File: config.mk
export PLATFORM = sky130hd
export DESIGN_NAME = result_history
export DESIGN_NICKNAME = d
export VERILOG_FILES = /design/src/rtl/result_history.sv
export SDC_FILE = /design/constraint.sdc
export NUM_CORES = 1
export LEC_CHECK = 0
export ABC_AREA = 1
export BUFFER_PORTS_ARGS = -buffer_cell sky130_fd_sc_hd__buf_2
export CAP_MARGIN = 10
export CORE_MARGIN = 2
export CORE_UTILIZATION = 63
export CTS_BUF_LIST = sky130_fd_sc_hd__clkbuf_4
export CTS_CLUSTER_DIAMETER = 50
export DETAILED_ROUTE_END_ITERATION = 12
export PLACE_DENSITY = 0.89
export SYNTH_ARGS = -nofsm -noshare
export SYNTH_HDL_FRONTEND = slang
export SYNTH_SLANG_ARGS = --single-unit
File: constraint.sdc
create_clock -name clk -period 4.2 [get_ports clk]
set_clock_uncertainty 0.15 [all_clocks]
set_input_delay 1.05 -clock clk [delete_from_list [all_inputs] [get_ports clk]]
set_output_delay 1.05 -clock clk [all_outputs]
set_load 0.01 [all_outputs]
File: src/rtl/result_history.sv
// Last-DEPTH results kept in a circular buffer, with undo of the newest entry
// and a registered one-cycle-latency recall port indexed from the newest entry.
module result_history #(
    parameter int WIDTH = 16,
    parameter int DEPTH = 8,
    localparam int SW = $clog2(DEPTH),
    localparam int CW = $clog2(DEPTH + 1)
) (
    input  logic             clk,
    input  logic             rst_n,
    input  logic             en,
    input  logic [WIDTH-1:0] d,
    input  logic             undo,
    input  logic             clr,
    input  logic [SW-1:0]    sel,
    output logic [WIDTH-1:0] q,
    output logic [WIDTH-1:0] recall,
    output logic             recall_vld,
    output logic [CW-1:0]    count,
    output logic             empty,
    output logic             full,
    output logic             ovf
);
    localparam logic [SW-1:0] LAST = SW'(DEPTH - 1);

    logic [WIDTH-1:0] mem [DEPTH];
    logic [SW-1:0]    wp, wp_inc, wp_dec, wp_dec2, waddr, sel_c;
    logic [SW:0]      ridx;
    logic             we, rvld_nxt, has;

    assign empty = (count == '0);
    assign full  = (count == CW'(DEPTH));
    assign has   = !empty;

    always_comb begin
        wp_inc  = (wp == LAST) ? '0 : wp + 1'b1;
        wp_dec  = (wp == '0) ? LAST : wp - 1'b1;
        wp_dec2 = (wp_dec == '0) ? LAST : wp_dec - 1'b1;
        // Out-of-range sel is clamped only to keep the index inside the array;
        // its result is masked to 0 anyway.
        sel_c   = (32'(sel) < 32'(DEPTH)) ? sel : '0;
        ridx    = {1'b0, wp} + (SW+1)'(DEPTH - 1) - {1'b0, sel_c};
        if (ridx >= (SW+1)'(DEPTH))
            ridx = ridx - (SW+1)'(DEPTH);
        rvld_nxt = 32'(sel) < 32'(count);
    end

    always_comb begin
        we    = 1'b0;
        waddr = wp;
        if (!clr && en) begin
            we    = 1'b1;
            waddr = (undo && has) ? wp_dec : wp;
        end
    end

    // Storage carries no reset; nothing in it is visible while count is 0.
    always_ff @(posedge clk) begin
        if (we)
            mem[waddr] <= d;
    end

    always_ff @(posedge clk or negedge rst_n) begin
        if (!rst_n) begin
            wp         <= '0;
            count      <= '0;
            q          <= '0;
            recall     <= '0;
            recall_vld <= 1'b0;
            ovf        <= 1'b0;
        end else begin
            ovf        <= 1'b0;
            // Recall always samples pre-edge state, so same-edge edits are not seen.
            recall_vld <= rvld_nxt;
            recall     <= rvld_nxt ? mem[ridx[SW-1:0]] : '0;
            if (clr) begin
                wp    <= '0;
                count <= '0;
                q     <= '0;
            end else if (en && undo && has) begin
                q <= d;
            end else if (en) begin
                wp <= wp_inc;
                q  <= d;
                if (full)
                    ovf <= 1'b1;
                else
                    count <= count + 1'b1;
            end else if (undo && has) begin
                wp    <= wp_dec;
                count <= count - 1'b1;
                q     <= (count == CW'(1)) ? '0 : mem[wp_dec2];
            end
        end
    end
endmodule

==> After elaboration in Yosys (flattened, before gate mapping) <==
Memory sizes are Yosys's and may differ from the RTL's.
Cells that the tools add are included.
{ "word_totals": {"reg_bits": 41, "ram_bits": 128, "wordCells": 61, "input_bits": 24, "memories": 1} }
{ "classes": {"order_cmp": 2, "n_mux": 27, "n_eq_ne": 5, "reduce_logical": 12, "addsub": 8} }
{ "memory_table": {"columns": ["memory", "words", "width", "rd", "rd_ports_with_merged_regs", "write_ports", "line_no", "rtl"], "rows": [
  ["mem", 8, 16, 2, 0, 1, "26", "logic [WIDTH-1:0] mem [DEPTH];"]
]} }
{ "op_table": {"columns": ["cell", "count"], "rows": [
  ["16-bit 2-to-1 mux", 6],
  ["3-bit 2-to-1 mux", 9],
  ["4-bit 2-to-1 mux", 5],
  ["3-bit by 1-bit subtractor with 3-bit output (second input constant)", 3],
  ["1-bit 2-to-1 mux", 7],
  ["3-bit logical NOT", 2],
  ["3-bit by 3-bit adder with 4-bit output (second input constant)", 1],
  ["4-bit by 1-bit adder with 4-bit output (second input constant)", 1],
  ["4-bit by 1-bit == test with 1-bit output (second input constant)", 1],
  ["4-bit == test (second input constant)", 1],
  ["4-bit greater-or-equal comparator (second input constant)", 1],
  ["1-bit logical AND", 4],
  ["4-bit logical NOT", 1],
  ["3-bit by 4-bit < comparator with 1-bit output", 1],
  ["4-bit nonzero test", 1],
  ["4-bit by 1-bit subtractor with 4-bit output (second input constant)", 1],
  ["4-bit by 3-bit subtractor with 4-bit output", 1],
  ["3-bit by 1-bit adder with 3-bit output (second input constant)", 1],
  ["3-bit == test (second input constant)", 1],
  ["3-bit inequality test (second input constant)", 1],
  ["3-bit AND reduction", 1],
  ["3-bit nonzero test", 1],
  ["1-bit logical NOT", 2],
  ["2-bit inequality test (second input constant)", 1]
]} }

==> Logic depth before layout (Yosys ltp) <==
Gate-level depths: netlist of run 1.
An unclocked memory read counts as a cell.
{ "logic_depth": {"depth_word": 10, "ltp_mapped": 14} }

==> Worst setup path before layout of run 1 <==
Ideal clock, no wire load.
{ "synth_timing": {"path_kind": "input to register", "start": "input en", "end": "memory mem[4][0], enable pin", "cell_stages": 10, "t_arrival_ps": 2451, "slack_ps": 1210, "setup_time_ps": 388, "required_ps": 3662, "path_cell_list": "inv_1 > nor2_1 > inv_1 > nor2_2 > inv_2 > nand2_1 > o21ai_2 > inv_2 > nand2_1 > nor2_1"} }
{ "synth_via": {"elab_chain_cells": 4, "word_cells_on_any_way": 5, "cone_classes": "mux (4); reduce/logical (1)"} }
{ "synth_lines": {"columns": ["item", "line_no", "rtl"], "rows": [
  ["from (decl)", "11", "input logic en,"],
  ["1-bit logical AND (*)", "51", "if (!clr && en) begin"],
  ["1-bit 2-to-1 mux", "51", null],
  ["1-bit 2-to-1 mux", "59", "if (we)"],
  ["1-bit 2-to-1 mux (not written as such)", "60", "mem[waddr] <= d;"],
  ["to (decl)", "26", null]
]} }
Mark *: on every way between the ends. The rest lies on a longest branch, timed or not.

==> Final worst setup path of run 1 <==
{ "layout_timing": {"start": "register wp[0]", "end": "register recall[12]"} }
{ "layout_via": {"elab_chain_cells": 6, "word_cells_on_any_way": 7, "cone_classes": "add/sub (3); order compare (1); mux (2); memory (1)"} }
{ "layout_lines": {"columns": ["item", "line_no", "rtl"], "rows": [
  ["from (decl)", "27", "logic [SW-1:0] wp, wp_inc, wp_dec, wp_dec2, waddr, sel_c;"],
  ["from (signal assigned)", "83", "wp <= wp_inc;"],
  ["from (signal assigned)", "90", "wp <= wp_dec;"],
  ["3-bit by 3-bit adder with 4-bit output (*)", "42", "ridx = {1'b0, wp} + (SW+1)'(DEPTH - 1) - {1'b0, sel_c};"],
  ["4-bit by 3-bit subtractor with 4-bit output (*)", "42", null],
  ["4-bit greater-or-equal comparator / 3-bit by 1-bit subtractor with 3-bit output (equally long branches)", "43, 44", null],
  ["3-bit 2-to-1 mux (*)", "43", "if (ridx >= (SW+1)'(DEPTH))"],
  ["memory read 8 x 16 bit (*)", null, null],
  ["16-bit 2-to-1 mux (*)", "75", "recall <= rvld_nxt ? mem[ridx[SW-1:0]] : '0;"],
  ["to (signal assigned)", "75", null],
  ["to (decl)", "17", "output logic [WIDTH-1:0] recall,"]
]} }
Marks and branches as above.
A chain may end at the register's enable or synchronous reset.

==> results of run 1 <==
[registers in the layout (all words and copies together) (netlist names)]
name and flops:
mem 128, q 16, recall 16, count 4, wp 3, ovf 1, recall_vld 1
[metal layers]
| metal | GRT usage (%) | up-vias | part of all wire, % |
|---|---|---|---|
| met5 | 0 | - | 0 |
| met4 | 16.8 | 0 | 4.6 |
| met3 | 6.83 | 123 | 13 |
| met2 | 52.1 | 567 | 46 |
| met1 | 43.9 | 3543 | 36 |
| li1 | - | 3520 | - |
[cell usage in the layout, fill, tap and decap left out, types with 3 or more instances in the layout]
cell and n:
sky130_fd_sc_hd__inv_2 10, sky130_fd_sc_hd__buf_4 26, sky130_fd_sc_hd__clkbuf_4 17, sky130_fd_sc_hd__o21ai_1 3, sky130_fd_sc_hd__dfrtp_1 40, sky130_fd_sc_hd__nand2_4 4
sky130_fd_sc_hd__ha_1 12, sky130_fd_sc_hd__or2_0 3, sky130_fd_sc_hd__edfxtp_1 128, sky130_fd_sc_hd__nor2_1 76, sky130_fd_sc_hd__clkinv_2 3, sky130_fd_sc_hd__clkinvlp_4 5
sky130_fd_sc_hd__or2_1 3, sky130_fd_sc_hd__or2_2 4, sky130_fd_sc_hd__o21ai_0 103, sky130_fd_sc_hd__nand3_1 56, sky130_fd_sc_hd__nand3b_1 23, sky130_fd_sc_hd__buf_2 63
sky130_fd_sc_hd__inv_1 116, sky130_fd_sc_hd__bufinv_16 4, sky130_fd_sc_hd__a21oi_1 68, sky130_fd_sc_hd__nand2_1 329
[cells by family (layout without fill, tap and decap cells)]
group / after synthesis / after routing / synth area share (%)
AND/OR/NAND/NOR: 508 / 508 / 24.2
buffers and inverters: 183 / 249 / 8.72
AO/OA/AOI/OAI: 177 / 177 / 10.1
flip-flops: 169 / 169 / 54.1
adder cells (fa/ha/maj): 14 / 14 / 2.03
XOR/XNOR: 6 / 6 / 0.875
[synth_stat cells, types with 3 or more instances]
library cell,number
sky130_fd_sc_hd__inv_2,10
sky130_fd_sc_hd__nand3_1,56
sky130_fd_sc_hd__clkbuf_1,19
sky130_fd_sc_hd__buf_6,7
sky130_fd_sc_hd__dfrtp_1,41
sky130_fd_sc_hd__or2_1,3
sky130_fd_sc_hd__or2_2,4
sky130_fd_sc_hd__ha_1,13
sky130_fd_sc_hd__nand2_1,329
sky130_fd_sc_hd__buf_1,3
sky130_fd_sc_hd__a21oi_1,68
sky130_fd_sc_hd__edfxtp_1,128
sky130_fd_sc_hd__inv_1,116
sky130_fd_sc_hd__o21ai_1,3
sky130_fd_sc_hd__o21ai_0,103
sky130_fd_sc_hd__nand3b_1,23
sky130_fd_sc_hd__buf_2,22
sky130_fd_sc_hd__nand2_4,4
sky130_fd_sc_hd__buf_4,5
sky130_fd_sc_hd__nor2_1,76
sky130_fd_sc_hd__or2_0,3
[area by class of cell]
type / instances / area [um2] / area share, %
clock inverter: 15 / 201 / 2.06
sequential: 169 / 4870 / 49.8
multi-input combinational: 705 / 3350 / 34.3
tap: 180 / 225 / 2.30
clock buffer: 17 / 128 / 1.30
timing repair buffer: 90 / 531 / 5.42
inverter: 127 / 477 / 4.87
[critical path, stage by stage (launching register included)]
cell and delay (ns):
sky130_fd_sc_hd__dfrtp_2 0.38, sky130_fd_sc_hd__buf_4 0.63, sky130_fd_sc_hd__ha_2 0.33, sky130_fd_sc_hd__fa_1 0.50
sky130_fd_sc_hd__clkinv_1 0.09, sky130_fd_sc_hd__buf_4 0.38, sky130_fd_sc_hd__o21ai_0 0.19, sky130_fd_sc_hd__o21ai_0 0.25
sky130_fd_sc_hd__nand2_1 0.10, sky130_fd_sc_hd__nand2_1 0.09, sky130_fd_sc_hd__nor2_1 0.05
[power by group]
part           switching (mW)  total, mW  internal (mW)
sequential              0.108       2.14           2.03
combinational            2.08       2.94          0.863
clock                   0.590       1.06          0.472
total                    2.78       6.14           3.36
[metrics by stage]
step                total power [mW]  area [um2]  util [%]
global route                    6.49        9790      70.2
detailed placement              4.99        9460      67.9
global placement                4.90        9460      67.9
finish                          6.14        9790      70.2
floorplan                       4.23        9010         -
CTS                             6.05        9790      70.2
[worst min-delay path by stage]
stage / from / end / slack (ns) / depth (start not counted)
5_1_grt: rst_n / q[4]$_DFFE_PN0P_ / 0.29 / 1
6_report: rst_n / q[2]$_DFFE_PN0P_ / 0.31 / 1
4_1_cts: rst_n / recall[8]$_DFF_PN0_ / 0.29 / 1
3_5_place_dp: q[0]$_DFFE_PN0P_ / q[0]$_DFFE_PN0P_ / 0.36 / 2
3_3_place_gp: q[15]$_DFFE_PN0P_ / q[15]$_DFFE_PN0P_ / 0.36 / 2
2_1_floorplan: q[0]$_DFFE_PN0P_ / q[0]$_DFFE_PN0P_ / 0.41 / 2
==> metrics.cfg, run 1 <==
[sta]
timing.final.crit_period_ns = 3.25
final.setup.tns_ns = 0
min_hold_slack_ns = 0.310
timing.final.setup_violations = 0
slew_viol_final = 0
max_slew_margin_pct = 37.3
transition_time_at_the_pin_with_the_least_slew_margin_ns = 0.941
fin_crit_sh_pct = 77.3
rsz0062_at_grt = false
worst_slack_ns = 0.953
hold_viol = 0
maxClockFrequency_ghz = 0.308

[logic_synthesis]
asyncSetResetFlopFracSynth_pct = 24.3
synth_area_mm2 = 0.00901
synth_enable_flop_cells = 128
yosys-top-cells-area = sky130_fd_sc_hd__edfxtp_1, sky130_fd_sc_hd__nand2_1, sky130_fd_sc_hd__dfrtp_1, sky130_fd_sc_hd__o21ai_0, sky130_fd_sc_hd__inv_1
synth.yosys.seq_area_share_pct = 54.1
synth_top_cell_area_share_pct = 42.7
postSynth.topFlopCell = sky130_fd_sc_hd__edfxtp_1
synth_cell_types = 37
syn_area_per_cell_um2 = 8.52
synth-warning-count = 0
synth_top_area_cell = sky130_fd_sc_hd__edfxtp_1
post_synthesis_instance_total = 1057
synth_seq_cells = 169
synthesis.nets = 1095

[run]
cap_violations = 0

[cells_and_area]
fin_nets = 1148
final_layout_size_suffix_gt1_share_pct = 13.7
layout.cells.non_filler = 1303
filler_cell_count = 1044
antenna-diode-count = 0
synthToLayoutAreaGrowth_pct = 8.66

[clock_network]
cts_tree = yes
cts.sinks = 169
cts_max_path_buffers = 2
cts_resized = 0
clock_tree.root_cell = sky130_fd_sc_hd__clkbuf_4
cts.clk_slew.worst_paths_ns = 0.15
postCtsSetupBuffers = 0
holdBufCountCts = 0
ctsHtreeMaxLevel = 4
cts-buffers-inserted = 17
worst_skew_pair.late_latency_ns = 0.59

[placement]
place.detailed.instances = 1271
place.gp.congestion = 0.895
preCtsSetupSlack_ns = 1.03
buffer_ports.inserted = 63
post-dp-hpwl_um = 14100

[routing]
ant_nets = 0
drtPass1Iterations = 8
via_per_inst = 5.95
detailedRoute.firstIterationViolations = 1315
finalWirelength_um = 24300
avgRoutedWirePerCell_um = 18.6
drcViolationCount = 0
via_count = 7753

[floorplan]
boundaryPins = 64
effective_utilization_at_floorplan_pct = 64.6
core_area_mm2 = 0.0139
core.rowCount = 43
die_area_mm2 = 0.0153
die_w_um = 124
die_h_um = 124

[pwr]
p_leak_nw = 4.59
power_per_cell_area_mw_per_mm2 = 627
vdd_drop_max_uv = 314

[grt]
gr-usage-all-layers_pct = 33.2
grt_pass1_wl_um = 37200
first_global_vias = 7169
grt-ovfl-total = 0
largest_net_degree_at_the_start_of_global_routing = 95
antenna_violations_before_repair = 0

[worst_setup_path]
regToRegEndpoint = recall[12]$_DFF_PN0_
r2r_start = wp[0]$_DFFE_PN0P_
cp-endpoint = recall[12]$_DFF_PN0_
cp-start-kind = flip-flop
cp_data_required_time_ns = 4.53
worst_setup_path_end_kind = flip-flop
timing_worst_setup_path_type = flip-flop to flip-flop
worst-r2r-cell-count = 10
worst-path-max-fanout = 63
critPathLaunch = wp[0]$_DFFE_PN0P_
cp.arrival_ns = 3.58
r2r_slack_ns = 0.95

[outcome]
run_status = finished clean

[worst_hold_path]
timing.hold.worst.class = input port to asynchronous set/reset pin

(Power assumes the default switching activity.)
==> run 2: changes to the inputs <==
==> constraint.sdc (replaced) <==
create_clock -name clk -period 3.4 [get_ports clk]
set_clock_uncertainty 0.15 [all_clocks]
set_input_delay 0.85 -clock clk [delete_from_list [all_inputs] [get_ports clk]]
set_output_delay 0.85 -clock clk [all_outputs]
set_load 0.01 [all_outputs]
==> run 2 against run 1 <==
  * Non-clock buffer count up 4
  * First-iteration DRC count down 20%
  * Clock-buffer cell count up 1
  * Hold slack worse by 0.12 ns
  * Critical endpoint is now mem[0][4]$_DFFE_PP_
  * Largest cell class unchanged
==> metrics.cfg, run 2 (same netlist as run 1, synthesis figures left out) <==
[cells_and_area]
largest_reg_flops = 128  ; unchanged
final_layout_size_suffix_gt1_share_pct = 13.8  ; +0.040 points
antenna-diode-count = 0  ; unchanged
utilization_pct = 70.3  ; about the same
post-route-cell-area_mm2 = 0.00979  ; about the same
layout_commonest_cell = sky130_fd_sc_hd__nand2_1
reg_top3 = mem x128, q x16, recall x16
layout.cells.non_filler = 1307  ; +0.31%
fin_nets = 1152  ; +0.35%
top_register = mem
synthToLayoutAreaGrowth_pct = 8.71  ; about the same
filler_cell_count = 1064  ; +1.9%
most-common-layout-cells = sky130_fd_sc_hd__nand2_1, sky130_fd_sc_hd__edfxtp_1, sky130_fd_sc_hd__inv_1

[sta]
max_slew_margin_pct = 46.0  ; +8.7 points
fin_crit_sh_pct = 85.4  ; +8.1 points
timing.final.setup_violations = 0  ; unchanged
final.setup.tns_ns = 0  ; unchanged
timing.final.crit_period_ns = 2.90  ; -0.343 ns
transition_time_at_the_pin_with_the_least_slew_margin_ns = 0.811  ; -0.130 ns
maxClockFrequency_ghz = 0.344  ; +12%
rsz0062_at_grt = false
slew_viol_final = 0  ; unchanged
hold_viol = 0  ; unchanged

[worst_setup_path]
timing.critical_path.mode_cell = sky130_fd_sc_hd__nand2_4
worst_setup_path_end_kind = flip-flop
highest_delay_cell_along_the_critical_path = sky130_fd_sc_hd__dfrtp_2
max_stage_delay_ns = 0.54  ; -0.09 ns
cp_data_required_time_ns = 3.52  ; -1.01 ns
cp-start-kind = flip-flop
timing_worst_setup_path_type = flip-flop to flip-flop
worst-path-max-fanout = 22  ; -65%
worstPathCellList = inv_1 -> ha_1 -> nand2_4 -> nand2_4 -> nand2_1 -> o21ai_1 -> or2_1 -> nor2_1 -> buf_4
cp.arrival_ns = 3.02  ; -0.56 ns

[routing]
via_count = 7596  ; -2.0%
met1Wirelength_um = 8950  ; +1.2%
finalWirelength_um = 23500  ; -3.3%
ant_nets = 0  ; unchanged
wire_length_on_met2_um = 11300  ; about the same
avgRoutedWirePerCell_um = 18.0  ; -3.6%
detailroute.wirelength.met3_um = 2520  ; -17%
route.top_layer_used = met4
drcViolationCount = 0  ; unchanged
drtPass1Iterations = 6  ; -2
detailedRoute.firstIterationViolations = 1050  ; -20%
via_per_inst = 5.81  ; -2.3%

[pwr]
power_per_cell_area_mw_per_mm2 = 763  ; +22%
power.clock.fraction_pct = 16.0  ; -1.3 points
vdd_drop_max_uv = 404  ; +29%
p_leak_nw = 4.61  ; +0.34%
power.share.sequential_pct = 35.5  ; +0.7 points
power.switching_mw = 3.35  ; +21%
netSwitchingFraction_pct = 44.8  ; -0.42 points
internal_mw = 4.12  ; +23%
relative_contribution_of_combinational_cells_to_total_power_pct = 48.5  ; +0.6 points

[clock_network]
worst_skew_pair.late_latency_ns = 0.58  ; about the same
cts_max_path_buffers = 2  ; unchanged
postCtsSetupBuffers = 0  ; unchanged
cts.sinks = 169  ; unchanged
ctsHtreeMaxLevel = 4  ; unchanged
cts-buffers-inserted = 17  ; unchanged
clock_tree.root_cell = sky130_fd_sc_hd__clkbuf_4
cts_tree = yes
cts.clk_slew.worst_paths_ns = 0.15  ; about the same
holdBufCountCts = 0  ; unchanged
cts_resized = 0  ; unchanged

[placement]
detailed_place.area_mm2 = 0.00950  ; +0.45%
buffer_ports.inserted = 63  ; unchanged
place.gp.congestion = 0.897  ; +0.21%
post-dp-hpwl_um = 14200  ; +0.47%
place.detailed.instances = 1275  ; +0.31%

[grt]
first_global_vias = 7246  ; +1.1%
gr-usage-all-layers_pct = 32.0  ; -1.2 points
antenna_violations_before_repair = 0  ; unchanged
grt-ovfl-total = 0  ; unchanged
grt_pass1_wl_um = 36300  ; -2.3%
largest_net_degree_at_the_start_of_global_routing = 61  ; -36%

[floorplan]
die_area_mm2 = 0.0153  ; unchanged
boundaryPins = 64  ; unchanged
die_w_um = 124  ; unchanged
die_h_um = 124  ; unchanged
effective_utilization_at_floorplan_pct = 64.6  ; unchanged
core.rowCount = 43  ; unchanged
core_area_mm2 = 0.0139  ; unchanged

[worst_hold_path]
timing.hold.worst.class = input port to asynchronous set/reset pin

[run]
cap_violations = 0  ; unchanged

[outcome]
run_status = finished clean

[run 2: changes by cell type in the layout (fill, tap and decap cells not counted), sizes merged]
cell	before	now
buf	90	94
inv	127	126
clkbuf	17	18
clkinvlp	5	3
clkinv	6	9
bufinv	4	3
[run 2: path summary, 6_finish.rpt]
check                                  startpoint                  end  slack (ns)  cells past startpoint
worst max-delay path            wp[0]$_DFFE_PN0P_  mem[0][4]$_DFFE_PP_        0.50                      9
max in group asynchronous                   rst_n  recall[9]$_DFF_PN0_        2.16                      2
worst max register to register  wp[0]$_DFFE_PN0P_  mem[0][4]$_DFFE_PP_        0.50                      9
worst min register to register   q[0]$_DFFE_PN0P_     q[0]$_DFFE_PN0P_        0.39                      2
worst min-delay path                        rst_n     q[2]$_DFFE_PN0P_        0.19                      1
min in group clk                 q[0]$_DFFE_PN0P_     q[0]$_DFFE_PN0P_        0.39                      2
[run 2: layer usage]
metal,up-vias,GRT usage (%)
li1,3526,-
met1,3527,41.4
met5,-,0
met2,470,51.9
met3,73,6.55
met4,0,15.0
[run 2: power groups by stage]
| stage | clock network (mW) | registers, mW | logic, mW |
|---|---|---|---|
| final | 1.20 | 2.65 | 3.62 |
| after CTS | 1.21 | 2.65 | 3.54 |
| after global routing | 1.29 | 2.67 | 3.98 |
| after global placement | 0 | 2.69 | 3.41 |
| after detailed placement | 0 | 2.69 | 3.51 |
| after floorplan | 0 | 2.75 | 2.48 |
[run 2: cell type report]
class                   count  area [um2]  share of cell area [%]
inverters                 127         477                    4.87
well taps                 180         225                    2.30
clock inverters            14         156                    1.60
flip-flops and latches    169        4870                    49.8
multi-input cells         705        3350                    34.2
repair buffers             94         573                    5.85
clock buffers              18         135                    1.38
[run 2: critical path, delay by kind of cell, from the launching register on]
| family | cells | cell delay, ns |
|---|---|---|
| adders and majority gates | 1 | 0.26 |
| DFF | 1 | 0.54 |
| buffers and inverters | 2 | 0.39 |
| and+or+nand+nor | 5 | 1.14 |
| AOI/OAI and AO/OA | 1 | 0.10 |
[run 2: stage by stage]
step	power, mW	worst slack [ns]	hold slack [ns]
after floorplan	5.23	0.454	0.404
after global placement	6.10	0.586	0.353
after detailed placement	6.20	0.482	0.361
after CTS	7.40	0.560	0.179
after global routing	7.94	0.386	0.193
final	7.47	0.496	0.190
==> run 3: changes to the inputs <==
--- a/config.mk
+++ b/config.mk
@@ -9,11 +9,11 @@
 export BUFFER_PORTS_ARGS = -buffer_cell sky130_fd_sc_hd__buf_2
 export CAP_MARGIN = 10
 export CORE_MARGIN = 2
-export CORE_UTILIZATION = 63
+export CORE_UTILIZATION = 66
 export CTS_BUF_LIST = sky130_fd_sc_hd__clkbuf_4
 export CTS_CLUSTER_DIAMETER = 50
 export DETAILED_ROUTE_END_ITERATION = 12
-export PLACE_DENSITY = 0.89
+export PLACE_DENSITY = 0.92
 export SYNTH_ARGS = -nofsm -noshare
 export SYNTH_HDL_FRONTEND = slang
 export SYNTH_SLANG_ARGS = --single-unit
==> constraint.sdc (replaced) <==
create_clock -name clk -period 3.6 [get_ports clk]
set_clock_uncertainty 0.15 [all_clocks]
set_input_delay 0.9 -clock clk [delete_from_list [all_inputs] [get_ports clk]]
set_output_delay 0.9 -clock clk [all_outputs]
set_load 0.01 [all_outputs]
==> run 3 against run 2 <==
  * Sequential power fell by 6%
  * Cell count fell by 0.61%
  * Setup slack improved by 0.17 ns
  * Power fell by 3.8%
  * Largest cell class unchanged
  * Clock-buffer cell count rose by 2
  * Largest power group unchanged
  * Clock power rose by 3%
  * Combinational power fell by 5%
  * Non-clock buffer count fell by 5
==> metrics.cfg, run 3 (same netlist as run 1, synthesis figures left out) <==
[worst_setup_path]
regToRegEndpoint = q[7]$_DFFE_PN0P_
r2r_start = wp[0]$_DFFE_PN0P_
r2r_slack_ns = 0.66  ; +0.17 ns
worst-r2r-cell-count = 9  ; unchanged
worst-path-max-fanout = 62  ; +180%
cp.arrival_ns = 3.26  ; +0.24 ns
timing_worst_setup_path_type = flip-flop to flip-flop
cp_data_required_time_ns = 3.92  ; +0.40 ns
cp-start-kind = flip-flop
worst_setup_path_end_kind = flip-flop

[cells_and_area]
final_layout_size_suffix_gt1_share_pct = 13.5  ; -0.21 points
filler_cell_count = 902  ; -15%
layout.cells.non_filler = 1299  ; -0.61%
reg_top3 = mem x128, q x16, recall x16
top_register = mem
synthToLayoutAreaGrowth_pct = 8.93
largest_reg_flops = 128  ; unchanged
fin_nets = 1147  ; -0.43%
most-common-layout-cells = sky130_fd_sc_hd__nand2_1, sky130_fd_sc_hd__edfxtp_1, sky130_fd_sc_hd__inv_1
utilization_pct = 73.8  ; +3.5 points
post-route-cell-area_mm2 = 0.00981  ; +0.20%
layout_commonest_cell = sky130_fd_sc_hd__nand2_1

[grt]
grt-ovfl-total = 0  ; unchanged
busiest_layer = met2
antenna_violations_before_repair = 1  ; +1
gr-usage-all-layers_pct = 33.6  ; +1.6 points
largest_net_degree_at_the_start_of_global_routing = 95  ; +56%
grtUsageMet3_pct = 7.41  ; +0.86 points
grt_util_met1_pct = 46.0  ; +4.6 points
grtUsageMet2_pct = 51.8  ; -0.087 points
grt_pass1_wl_um = 37100  ; +2.1%
first_global_vias = 7282  ; +0.50%

[placement]
place.gp.congestion = 0.878  ; -2.1%
buffer_ports.inserted = 63  ; unchanged
post-dp-hpwl_um = 13800  ; -2.6%
place.detailed.instances = 1266  ; -0.71%
preCtsSetupSlack_ns = 0.596  ; +0.114 ns
detailed_place.area_mm2 = 0.00948  ; -0.18%

[routing]
avgRoutedWirePerCell_um = 18.3  ; +1.6%
finalWirelength_um = 23700  ; +0.95%
via_per_inst = 5.97  ; +2.8%
drcViolationCount = 0  ; unchanged
drtPass1Iterations = 6  ; unchanged
via_count = 7761  ; +2.2%
ant_nets = 0  ; unchanged
detailedRoute.firstIterationViolations = 1475  ; +40%

[clock_network]
holdBufCountCts = 0  ; unchanged
cts.sinks = 169  ; unchanged
postCtsSetupBuffers = 0  ; unchanged
worst_skew_pair.late_latency_ns = 0.59  ; about the same
cts-buffers-inserted = 17  ; unchanged
clock_tree.root_cell = sky130_fd_sc_hd__clkbuf_4
cts_max_path_buffers = 2  ; unchanged
ctsHtreeMaxLevel = 4  ; unchanged
cts_resized = 0  ; unchanged
cts.clk_slew.worst_paths_ns = 0.15  ; about the same
cts_tree = yes

[sta]
max_slew_margin_pct = 26.3  ; -20 points
final.setup.tns_ns = 0  ; unchanged
timing.final.crit_period_ns = 2.94  ; +0.0315 ns
worst_slack_ns = 0.664  ; +0.169 ns
timing.final.setup_violations = 0  ; unchanged
min_hold_slack_ns = 0.364  ; +0.174 ns
maxClockFrequency_ghz = 0.341  ; -1.1%
hold_viol = 0  ; unchanged
transition_time_at_the_pin_with_the_least_slew_margin_ns = 1.11  ; +0.294 ns
slew_viol_final = 0  ; unchanged
rsz0062_at_grt = false
fin_crit_sh_pct = 81.5  ; -3.9 points

[run]
cap_violations = 0  ; unchanged

[pwr]
vdd_drop_max_uv = 409  ; +1.3%
p_leak_nw = 4.60  ; -0.11%
power_per_cell_area_mw_per_mm2 = 732  ; -4.0%
total_power_mw = 7.19  ; -3.8%

[worst_hold_path]
timing.hold.worst.class = input port to asynchronous set/reset pin

[outcome]
run_status = finished clean

[floorplan]
boundaryPins = 64  ; unchanged
core_area_mm2 = 0.0133  ; -4.6%
die_h_um = 121  ; -2.2%
effective_utilization_at_floorplan_pct = 67.7  ; +3.1 points
core.rowCount = 42  ; -2.3%
die_area_mm2 = 0.0146  ; -4.4%
die_w_um = 121  ; -2.2%

==> run 3: changes by cell type in the layout (fill, tap and decap cells not counted) <==
cell and change:
sky130_fd_sc_hd__buf_4 -7, sky130_fd_sc_hd__buf_12 +2, sky130_fd_sc_hd__clkbuf_4 +2, sky130_fd_sc_hd__clkinv_1 -2
sky130_fd_sc_hd__clkinv_2 -2, sky130_fd_sc_hd__bufinv_16 +1, sky130_fd_sc_hd__clkinv_4 -1, sky130_fd_sc_hd__clkinvlp_4 +1
sky130_fd_sc_hd__diode_2 +1, sky130_fd_sc_hd__inv_6 +1
==> run 3: routing by layer <==
layer  routed length (um)  share of wire [%]
met1                 8650                 36
met2                10900                 46
met3                 3390                 14
met4                  768                3.2
met5                    0                  0
==> run 3: report_power, final <==
part	internal [mW]	leakage [nW]	total [mW]	switching (mW)
combinational	1.03	2.77	3.45	2.42
clock	0.573	0.163	1.24	0.667
sequential	2.37	1.67	2.49	0.125
total	3.97	4.60	7.19	3.21
==> run 3: layout make-up <==
type / count / area [um2] / share of cell area (%)
clock buffers: 20 / 150 / 1.53
inverters: 127 / 477 / 4.86
flip-flops and latches: 169 / 4870 / 49.6
multi-input cells: 705 / 3350 / 34.2
clock inverters: 12 / 176 / 1.80
repair buffers: 89 / 561 / 5.71
diodes: 1 / 2.50 / 0.0255
well taps: 176 / 220 / 2.24
==> run 3: worst max path at each step <==
stage	end	cells after the start	startpoint	slack, ns
detailed placement	recall[8]$_DFF_PN0_	12	sel[0]	0.60
finish	q[7]$_DFFE_PN0P_	9	wp[0]$_DFFE_PN0P_	0.66
global placement	recall[8]$_DFF_PN0_	12	sel[0]	0.70
floorplan	mem[0][0]$_DFFE_PP_	10	wp[0]$_DFFE_PN0P_	0.65
CTS	full	5	count[0]$_DFFE_PN0P_	0.75
global route	q[7]$_DFFE_PN0P_	9	wp[0]$_DFFE_PN0P_	0.57
==> run 3: critical path, stage by stage, from the launching register on <==
cell and delay [ns]:
sky130_fd_sc_hd__dfrtp_2 0.40, sky130_fd_sc_hd__buf_4 0.61, sky130_fd_sc_hd__ha_1 0.29, sky130_fd_sc_hd__nor2_1 0.05
sky130_fd_sc_hd__nand3_1 0.09, sky130_fd_sc_hd__nand2_2 0.34, sky130_fd_sc_hd__inv_2 0.50, sky130_fd_sc_hd__nand2_1 0.11
sky130_fd_sc_hd__nand3_1 0.14, sky130_fd_sc_hd__a21oi_1 0.10
